===== config.mk =====
export PLATFORM = sky130hd
export DESIGN_NAME = fifo_wr_arbiter
export DESIGN_NICKNAME = d
export VERILOG_FILES = /design/src/rtl/fifo_wr_arbiter.sv
export SDC_FILE = /design/constraint.sdc
export NUM_CORES = 1
export LEC_CHECK = 0
export CAP_MARGIN = 30
export CORE_AREA = 2 2 74 76
export CTS_CLUSTER_SIZE = 10
export DETAILED_ROUTE_END_ITERATION = 7
export DIE_AREA = 0 0 76 78
export DONT_BUFFER_PORTS = 1
export PLACE_DENSITY_LB_ADDON = 0.2
export SETUP_SLACK_MARGIN = 0.05
export SYNTH_ARGS = -nofsm -noshare
export SYNTH_HDL_FRONTEND = slang
export SYNTH_SLANG_ARGS = --single-unit
export TNS_END_PERCENT = 30

===== constraint.sdc =====
create_clock -name clk -period 3.5 [get_ports clk]
set_input_delay 0.175 -clock clk [delete_from_list [all_inputs] [get_ports clk]]
set_output_delay 0.175 -clock clk [all_outputs]
set_load 0.01 [all_outputs]

===== src/rtl/fifo_wr_arbiter.sv =====
// fifo_wr_arbiter: round-robin arbiter that shares one FIFO write port
// between N requesters. The owner of a grant may write up to MAX_BURST words
// before priority rotates to the next index. The FIFO full flag stalls the
// burst in place.
// Optional build macro FIFO_WR_ARB_STATS_EN adds a saturating stall counter.
// Without the macro, stall_cnt is tied to zero.
module fifo_wr_arbiter #(
  parameter int DW        = 32,
  parameter int N         = 4,
  parameter int MAX_BURST = 4
) (
  input  logic            clk,
  input  logic            rst,
  input  logic [N-1:0]    req,
  input  logic [N*DW-1:0] req_data,
  output logic [N-1:0]    ack,
  output logic [N-1:0]    gnt,
  output logic [DW-1:0]   fifo_din,
  output logic            fifo_wen,
  input  logic            fifo_full,
  output logic            busy,
  output logic [15:0]     stall_cnt
);

  localparam int IW = (N > 1) ? $clog2(N) : 1;
  localparam int BW = (MAX_BURST > 1) ? $clog2(MAX_BURST) : 1;
  localparam logic [BW-1:0] LAST_BEAT = BW'(MAX_BURST - 1);

  typedef enum logic {
    IDLE  = 1'b0,
    BURST = 1'b1
  } state_t;

  state_t        state_q, state_d;
  logic [IW-1:0] rr_ptr_q, rr_ptr_d;
  logic [IW-1:0] gnt_idx_q, gnt_idx_d;
  logic [BW-1:0] beat_cnt_q, beat_cnt_d;

  logic [DW-1:0] slice_w [N];
  logic [IW-1:0] found_idx;
  logic [IW-1:0] next_idx;
  logic [IW:0]   cand_sum;
  logic          found;
  logic          sel_req;

  // Split the flat request data bus into one word per requester.
  genvar gi;
  generate
    for (gi = 0; gi < N; gi++) begin : g_slice
      assign slice_w[gi] = req_data[gi*DW +: DW];
    end
  endgenerate

  assign sel_req  = req[gnt_idx_q];
  assign next_idx = (gnt_idx_q == IW'(N - 1)) ? '0 : gnt_idx_q + 1'b1;

  // Find the first requester at or after rr_ptr, wrapping modulo N.
  always_comb begin
    found_idx = rr_ptr_q;
    found     = 1'b0;
    cand_sum  = '0;
    for (int k = 0; k < N; k++) begin
      cand_sum = {1'b0, rr_ptr_q} + (IW+1)'(k);
      if (cand_sum >= (IW+1)'(N)) begin
        cand_sum = cand_sum - (IW+1)'(N);
      end
      if (!found && req[cand_sum[IW-1:0]]) begin
        found_idx = cand_sum[IW-1:0];
        found     = 1'b1;
      end
    end
  end

  // Next-state and output logic; write strobes depend combinationally on req and full.
  always_comb begin
    state_d    = state_q;
    rr_ptr_d   = rr_ptr_q;
    gnt_idx_d  = gnt_idx_q;
    beat_cnt_d = beat_cnt_q;
    gnt        = '0;
    ack        = '0;
    fifo_wen   = 1'b0;
    fifo_din   = '0;
    busy       = 1'b0;
    case (state_q)
      IDLE: begin
        if (found) begin
          gnt_idx_d  = found_idx;
          beat_cnt_d = '0;
          state_d    = BURST;
        end
      end
      BURST: begin
        busy           = 1'b1;
        gnt[gnt_idx_q] = 1'b1;
        fifo_din       = slice_w[gnt_idx_q];
        if (!sel_req) begin
          // Owner released the grant: rotate without writing.
          state_d  = IDLE;
          rr_ptr_d = next_idx;
        end else if (!fifo_full) begin
          fifo_wen       = 1'b1;
          ack[gnt_idx_q] = 1'b1;
          if (beat_cnt_q == LAST_BEAT) begin
            state_d  = IDLE;
            rr_ptr_d = next_idx;
          end else begin
            beat_cnt_d = beat_cnt_q + 1'b1;
          end
        end
        // Otherwise full stalls the burst: state, count and grant are held.
      end
      default: state_d = IDLE;
    endcase
  end

  // Arbiter state registers.
  always_ff @(posedge clk or posedge rst) begin
    if (rst) begin
      state_q    <= IDLE;
      rr_ptr_q   <= '0;
      gnt_idx_q  <= '0;
      beat_cnt_q <= '0;
    end else begin
      state_q    <= state_d;
      rr_ptr_q   <= rr_ptr_d;
      gnt_idx_q  <= gnt_idx_d;
      beat_cnt_q <= beat_cnt_d;
    end
  end

`ifdef FIFO_WR_ARB_STATS_EN
  logic [15:0] stall_cnt_q;
  logic [15:0] stall_cnt_d;

  assign stall_cnt_d = (state_q == BURST && sel_req && fifo_full && stall_cnt_q != 16'hFFFF)
                       ? stall_cnt_q + 16'd1 : stall_cnt_q;

  // Count cycles lost to FIFO full while a burst owner is waiting; saturates.
  always_ff @(posedge clk or posedge rst) begin
    if (rst) begin
      stall_cnt_q <= '0;
    end else begin
      stall_cnt_q <= stall_cnt_d;
    end
  end

  assign stall_cnt = stall_cnt_q;
`else
  assign stall_cnt = 16'h0000;
`endif

endmodule


==> flow_metrics.py, run 1 <==
metrics = {
    "status": {
        "outcome": "finished clean",
    },
    "timing": {
        "drv_slew": 0,
        "fin_crit_ns": 2.358,
        "skew_ns": 0.002185,
        "rsz0062_at_grt": "no",
        "min_period_over_period": 0.6738,
        "worstMarginPinSlew_ns": 0.6773,
        "finalHoldViolCount": 0,
        "worst_slack_ns": 1.142,
        "setup_tns_ns": 0,
        "fmax_mhz": 424.0,
        "setup_viol": 0,
        "maxSlewHeadroom": 0.5426,
    },
    "synthesis": {
        "synthTopCellsByArea": "mux4_2 (44%), and2_1 (14%), dfrtp_1 (11%)",
        "yosysSeqAreaShare": 0.1057,
        "synth_largest_area_cell": "mux4_2",
        "ys_types": 32,
        "avgSynthCellArea_um2": 10.76,
        "synthArstFlopShare": 1.000,
        "yosysTopAreaCellShare": 0.4350,
        "ys.flop_type": "dfrtp_1",
        "yosys_warnings": 0,
        "synth_cells": 154,
        "syn_area_mm2": 0.001657,
        "synth_edf_count": 0,
        "ys_seq_elements": 7,
    },
    "layout": {
        "final_cell_area_mm2": 0.001704,
        "mostFrequentLayoutCells": "and2_1 (38), mux4_2 (32), conb_1 (16), inv_1 (11), dfrtp_1 (6)",
        "antenna_cells": 0,
        "final_nets": 291,
        "drive_above_1_share": 0.2867,
        "fin_cells": 220,
        "final_common_cell": "and2_1",
        "area_growth_pct": 2.870,
    },
    "place": {
        "dp_cells": 214,
        "pre_cts_slack_ns": 1.311,
        "place_area_mm2": 0.001644,
        "dp_hpwl_um": 4789,
        "globalplace.congestion": 0.8279,
        "io_buffers": 0,
    },
    "routing": {
        "finalWirelength_um": 5516,
        "drt_pass1_iterations": 4,
        "vias_per_cell": 5.755,
        "wire_per_inst_um": 25.07,
        "vias": 1266,
        "drtAntennaViolNets": 0,
        "drtIter0Drc": 24,
        "drc_errors": 0,
    },
    "global_routing": {
        "grtUsageMet3": 0.09535,
        "antenna_found_initial": 2,
        "grt_pass1_wl_um": 8238,
        "use_met1": 0.1804,
        "grt_overflow": 0,
        "grt_pass1_vias": 1379,
        "grt_max_degree": 42,
        "grtUsageTotal": 0.1751,
        "busiest_layer": "met2",
        "use_met2": 0.3152,
    },
    "setup_path": {
        "critPathBufInv": 1,
        "critPathSlowestCell": "dfrtp_2",
        "path_cells": "buf_4, mux4_2, and2_1",
        "cp.arrival_ns": 2.18,
        "start_kind": "flop",
        "max_stage_delay_ns": 0.74,
        "cp_data_required_time_ns": 3.32,
        "path_class": "reg -> out",
        "critPathMaxFanout": 21,
        "endpoint_kind": "output pin",
        "cp_top_family": "flip-flops",
    },
    "floorplan": {
        "start_util": 0.3285,
        "die-height_um": 78,
        "row_count": 26,
        "die_x_um": 76,
        "floorplan.die_area_mm2": 0.005928,
        "ios": 193,
        "core_mm2": 0.005042,
    },
    "power": {
        "totalPowerFinal_mw": 1.401,
        "powerDensity_mw_per_mm2": 822.1,
        "power_leakage_nw": 0.6716,
        "irDropWorstVdd_v": 0.0003273,
    },
    "clock_network": {
        "cts_max_level": 1,
        "clock_latency_ns": 0.23,
        "cts_resized": 0,
        "cts_root_buf": "clkbuf_8",
        "cts_made_buffers": 3,
        "clkTransAtPathRegs_ns": 0.04,
        "cts_tree": "built",
        "clock-sinks": 7,
        "clock_path_buffers": 2,
    },
    "min_path": {
        "hp-class": "in -> reg",
    },
    "flow_run": {
        "max_cap_violations": 0,
    },
}
-- cell families (layout without fill, tap and decap cells) --
group / Yosys count / in the layout / share of synthesized area
buffers and inverters: 39 / 20 / 0.1337
flip-flops: 7 / 7 / 0.1057
other: 1 / 16 / 0.002264
adder cells (fa/ha/maj): 5 / 5 / 0.03776
AO/OA/AOI/OAI: 15 / 15 / 0.06119
multiplexers: 37 / 37 / 0.4781
AND/OR/NAND/NOR: 50 / 50 / 0.1813
-- where the power goes --
part           switching, mW  internal, mW
registers              0.102         0.121
logic                  0.526         0.538
clock network         0.0356        0.0788
total                  0.664         0.737
-- state kept, by name (all words and copies together) (netlist names) --
register    flops
gnt_idx_q       2
rr_ptr_q        2
state_q         1
beat_cnt_q      2
-- area by class of cell --
type                    count  area (um2)
fillers                   497        3338
repair buffers              5       37.54
clock buffers               4       45.04
inverters                  11       41.29
flip-flops and latches      7       176.4
multi-input cells         123        1316
well taps                  70       87.58
-- worst register-to-register path, cell delays in order, from the launching register on --
cell,delay (ns)
dfrtp_2,0.74
mux4_2,0.67
o21ai_2,0.10
nand2_2,0.09
mux2_4,0.31
-- cell usage after synthesis, types with 2 or more instances --
cell type and instances:
and2_1 38, mux4_2 32, buf_4 16, inv_1 11
dfrtp_1 7, buf_2 5, ha_1 5, clkbuf_1 4
nand2_1 4, a21oi_1 3, and3_1 3, mux2i_1 3
o21ai_0 3, a221oi_1 2
-- stage by stage --
stage                     hold WS [ns]    util
after floorplan               -0.02160       -
after global placement         0.01147  0.3261
after detailed placement       0.01028  0.3261
after CTS                       0.1706  0.3370
after global routing            0.1637  0.3380
final                           0.1710  0.3380
-- final timing paths --
check                                           from                         to  slack (ns)  cells after the start
max                         gnt_idx_q[0]$_DFFE_PP0P_               fifo_din[25]        1.14                      3
min                                        fifo_full          state_q$_DFF_PP0_        0.17                      2
max reg2reg                 gnt_idx_q[0]$_DFFE_PP0P_    rr_ptr_q[1]$_DFFE_PP0P_        1.47                      4
min reg2reg                beat_cnt_q[0]$_DFFE_PP0P_  beat_cnt_q[0]$_DFFE_PP0P_        0.50                      1
max in group asynchronous                        rst   gnt_idx_q[0]$_DFFE_PP0P_        2.95                      2
min in group asynchronous                        rst          state_q$_DFF_PP0_        0.31                      2
-- routing by layer --
metal | part of all wire | up-vias
li1 | - | 535
met1 | 0.32 | 617
met2 | 0.54 | 98
met3 | 0.12 | 12
met4 | 0.014 | 4
met5 | 0.0047 | -
-- timing repair --
item                                   in CTS  in global routing
setup buffers                               0                  0
hold buffers                                1                  0
endpoints found under the hold margin       7                  0
Power figures use the tool's default switching activity.
==> inputs of run 2 (changes only) <==
--- a/config.mk
+++ b/config.mk
@@ -5,6 +5,7 @@
 export SDC_FILE = /design/constraint.sdc
 export NUM_CORES = 1
 export LEC_CHECK = 0
+export ABC_AREA = 1
 export CAP_MARGIN = 30
 export CORE_AREA = 2 2 74 76
 export CTS_CLUSTER_SIZE = 10
==> constraint.sdc (replaced) <==
create_clock -name clk -period 2.1 [get_ports clk]
set_input_delay 0.105 -clock clk [delete_from_list [all_inputs] [get_ports clk]]
set_output_delay 0.105 -clock clk [all_outputs]
set_load 0.01 [all_outputs]
==> run 2 against run 1 <==
  * Cell count grew 110%
  * Critical path depth grew 2
  * Synthesized area grew 20%
  * Utilization grew 6.7 points
==> flow_metrics.py, run 2 <==
metrics = {
    "synthesis": {
        "synthTopCellsByArea": "nor2_1 (26%), o21ai_0 (16%), nand2_1 (12%)",
        "synth_largest_area_cell": "nor2_1",
        "ys_seq_elements": 7,
        "syn_area_mm2": 0.001986,
        "synthArstFlopShare": 1.000,
        "avgSynthCellArea_um2": 4.915,
        "yosysMostFrequentCell": "nor2_1",
        "synth_edf_count": 0,
        "synth_cells": 404,
        "synth_common_cells": "nor2_1 (137), o21ai_0 (65), nand2_1 (61)",
        "yosys_warnings": 0,
        "yosysTopAreaCellShare": 0.2590,
        "ys_types": 24,
        "ys.flop_type": "dfrtp_1",
        "yosysSeqAreaShare": 0.08822,
    },
    "global_routing": {
        "grt_pass1_wl_um": 10210,
        "grt_pass1_vias": 2158,
        "grt_max_degree": 71,
        "grt_overflow": 0,
        "antenna_found_initial": 0,
        "grtUsageTotal": 0.2062,
    },
    "power": {
        "power_leakage_nw": 0.9938,
        "pwr-share-comb": 0.846,
        "p_clk_frac": 0.058,
        "powerDensity_mw_per_mm2": 1636,
        "irDropWorstVdd_v": 0.0005911,
        "netSwitchingPower_mw": 2.082,
        "p_int_mw": 1.258,
        "pwr-share-seq": 0.096,
        "switching_share": 0.6233,
        "totalPowerFinal_mw": 3.340,
    },
    "place": {
        "dp_hpwl_um": 5117,
        "place_area_mm2": 0.001986,
        "globalplace.congestion": 0.8575,
        "io_buffers": 0,
        "pre_cts_slack_ns": 0.4087,
        "dp_cells": 458,
    },
    "min_path": {
        "hp-start": "fifo_full",
        "hold_depth": 2,
        "hold_end": "state_q$_DFF_PP0_",
        "hp-class": "in -> reg",
    },
    "layout": {
        "largestRegisters": "beat_cnt_q x2, gnt_idx_q x2, rr_ptr_q x2",
        "mostFrequentLayoutCells": "nor2_1 (137), o21ai_0 (65), nand2_1 (61), a21oi_1 (33), inv_1 (19)",
        "drive_above_1_share": 0.07379,
        "fin_cells": 463,
        "final_util": 0.4050,
        "num-fill-cells": 589,
        "final_cell_area_mm2": 0.002042,
        "multiInputGateArea_mm2": 0.001529,
        "final_nets": 534,
        "area_growth_pct": 2.836,
        "antenna_cells": 0,
        "final_common_cell": "nor2_1",
        "regArea_um2": 176.4,
    },
    "floorplan": {
        "core_mm2": 0.005042,
        "ios": 193,
        "die-height_um": 78,
        "row_count": 26,
        "die_x_um": 76,
        "floorplan.die_area_mm2": 0.005928,
        "start_util": 0.3938,
    },
    "clock_network": {
        "cts_hold_buf": 1,
        "cts_resized": 0,
        "clock-sinks": 7,
        "cts_root_buf": "clkbuf_8",
        "clkTransAtPathRegs_ns": 0.04,
        "clock_path_buffers": 2,
        "clock_latency_ns": 0.23,
        "cts_max_level": 1,
        "cts_tree": "built",
        "cts_made_buffers": 3,
        "cts_setup_buffers": 0,
    },
    "timing": {
        "skew_ns": 0.002646,
        "worst_slack_ns": 0.2759,
        "setup_tns_ns": 0,
        "worst_hold_slack_ns": 0.07758,
        "rsz0062_at_grt": "no",
        "min_period_over_period": 0.8686,
        "finalHoldViolCount": 0,
        "fmax_mhz": 548.2,
        "fin_crit_ns": 1.824,
        "drv_slew": 0,
        "setup_viol": 0,
    },
    "routing": {
        "met3_length_um": 488,
        "drt_pass1_iterations": 6,
        "drc_errors": 0,
        "vias_per_cell": 5.160,
        "drtAntennaViolNets": 0,
        "drtIter0Drc": 171,
        "vias": 2389,
        "wire_per_inst_um": 14.02,
        "wl_met1_um": 2735,
        "top_layer_used": "met4",
        "dr_wl_met2_um": 3223,
        "finalWirelength_um": 6489,
    },
    "setup_path": {
        "critPathSlowestCell": "dfrtp_2",
        "path_cells": "inv_2, buf_4, o21ai_0, a21oi_1, buf_4",
        "critPathBufInv": 3,
        "reg2reg_depth": 11,
        "cp_top_family": "buffers and inverters",
        "r2r-start": "rr_ptr_q[0]$_DFFE_PP0P_",
        "critPathMaxFanout": 24,
        "start_kind": "flop",
        "r2r_setup_slack_ns": 0.41,
        "cp.arrival_ns": 1.72,
        "cp_data_required_time_ns": 2.00,
        "timing.rr.end": "gnt_idx_q[1]$_DFFE_PP0P_",
        "path_class": "reg -> out",
        "endpoint_kind": "output pin",
        "max_stage_delay_ns": 0.42,
        "path_common_cell": "buf_4",
    },
    "flow_run": {
        "max_cap_violations": 0,
    },
    "status": {
        "outcome": "finished clean",
    },
}
-- run 2: worst max-delay path by stage --
stage	depth (start not counted)	to	slack (ns)	from
2_1_floorplan	7	rr_ptr_q[1]$_DFFE_PP0P_	0.61	gnt_idx_q[0]$_DFFE_PP0P_
3_3_place_gp	11	gnt_idx_q[0]$_DFFE_PP0P_	0.44	rr_ptr_q[0]$_DFFE_PP0P_
3_5_place_dp	11	gnt_idx_q[1]$_DFFE_PP0P_	0.41	rr_ptr_q[0]$_DFFE_PP0P_
4_1_cts	5	fifo_din[11]	0.28	gnt_idx_q[0]$_DFFE_PP0P_
5_1_grt	5	fifo_din[11]	0.15	gnt_idx_q[0]$_DFFE_PP0P_
6_report	5	fifo_din[11]	0.28	gnt_idx_q[0]$_DFFE_PP0P_
-- run 2: layer usage --
metal | track usage | up-vias
met4 | 0.04000 | 0
met5 | 0 | -
li1 | - | 1234
met2 | 0.3589 | 116
met3 | 0.03953 | 6
met1 | 0.2667 | 1033
-- run 2: final cells by class --
| cell class | count | area share |
|---|---|---|
| Clock buffer | 3 | 0.02022 |
| Clock inverter | 1 | 0.002451 |
| Inverter | 24 | 0.04412 |
| Multi-Input combinational cell | 345 | 0.7488 |
| Sequential cell | 7 | 0.08640 |
| Tap cell | 70 | 0.04289 |
| Timing Repair Buffer | 13 | 0.05515 |
-- run 2: power by group through the flow --
stage | Clock (mW) | Sequential, mW | Combinational [mW]
floorplan | 0 | 0.270 | 2.38
global placement | 0 | 0.321 | 2.82
detailed placement | 0 | 0.322 | 2.84
CTS | 0.200 | 0.320 | 2.84
global route | 0.206 | 0.337 | 3.25
finish | 0.194 | 0.319 | 2.83
-- run 2: worst reg2reg max path, cell delays in order, from the launching register on --
cell and delay (ns):
dfrtp_1 0.58, inv_2 0.19, nand2_1 0.11, nand2_2 0.08, nand2_1 0.08, nand2_2 0.09, nor2_4 0.12, nand3_2 0.09
nand2_4 0.10, nor2_1 0.04, nand2_1 0.06, nand2_1 0.04
-- run 2: kinds of logic (layout without fill, tap and decap cells) --
group / after synthesis / count (layout) / synth area share
AO/OA/AOI/OAI: 102 / 102 / 0.2602
AND/OR/NAND/NOR: 222 / 222 / 0.4480
flip-flops: 7 / 7 / 0.08822
buffers and inverters: 67 / 41 / 0.1701
other: 1 / 16 / 0.001889
adder cells (fa/ha/maj): 5 / 5 / 0.03151
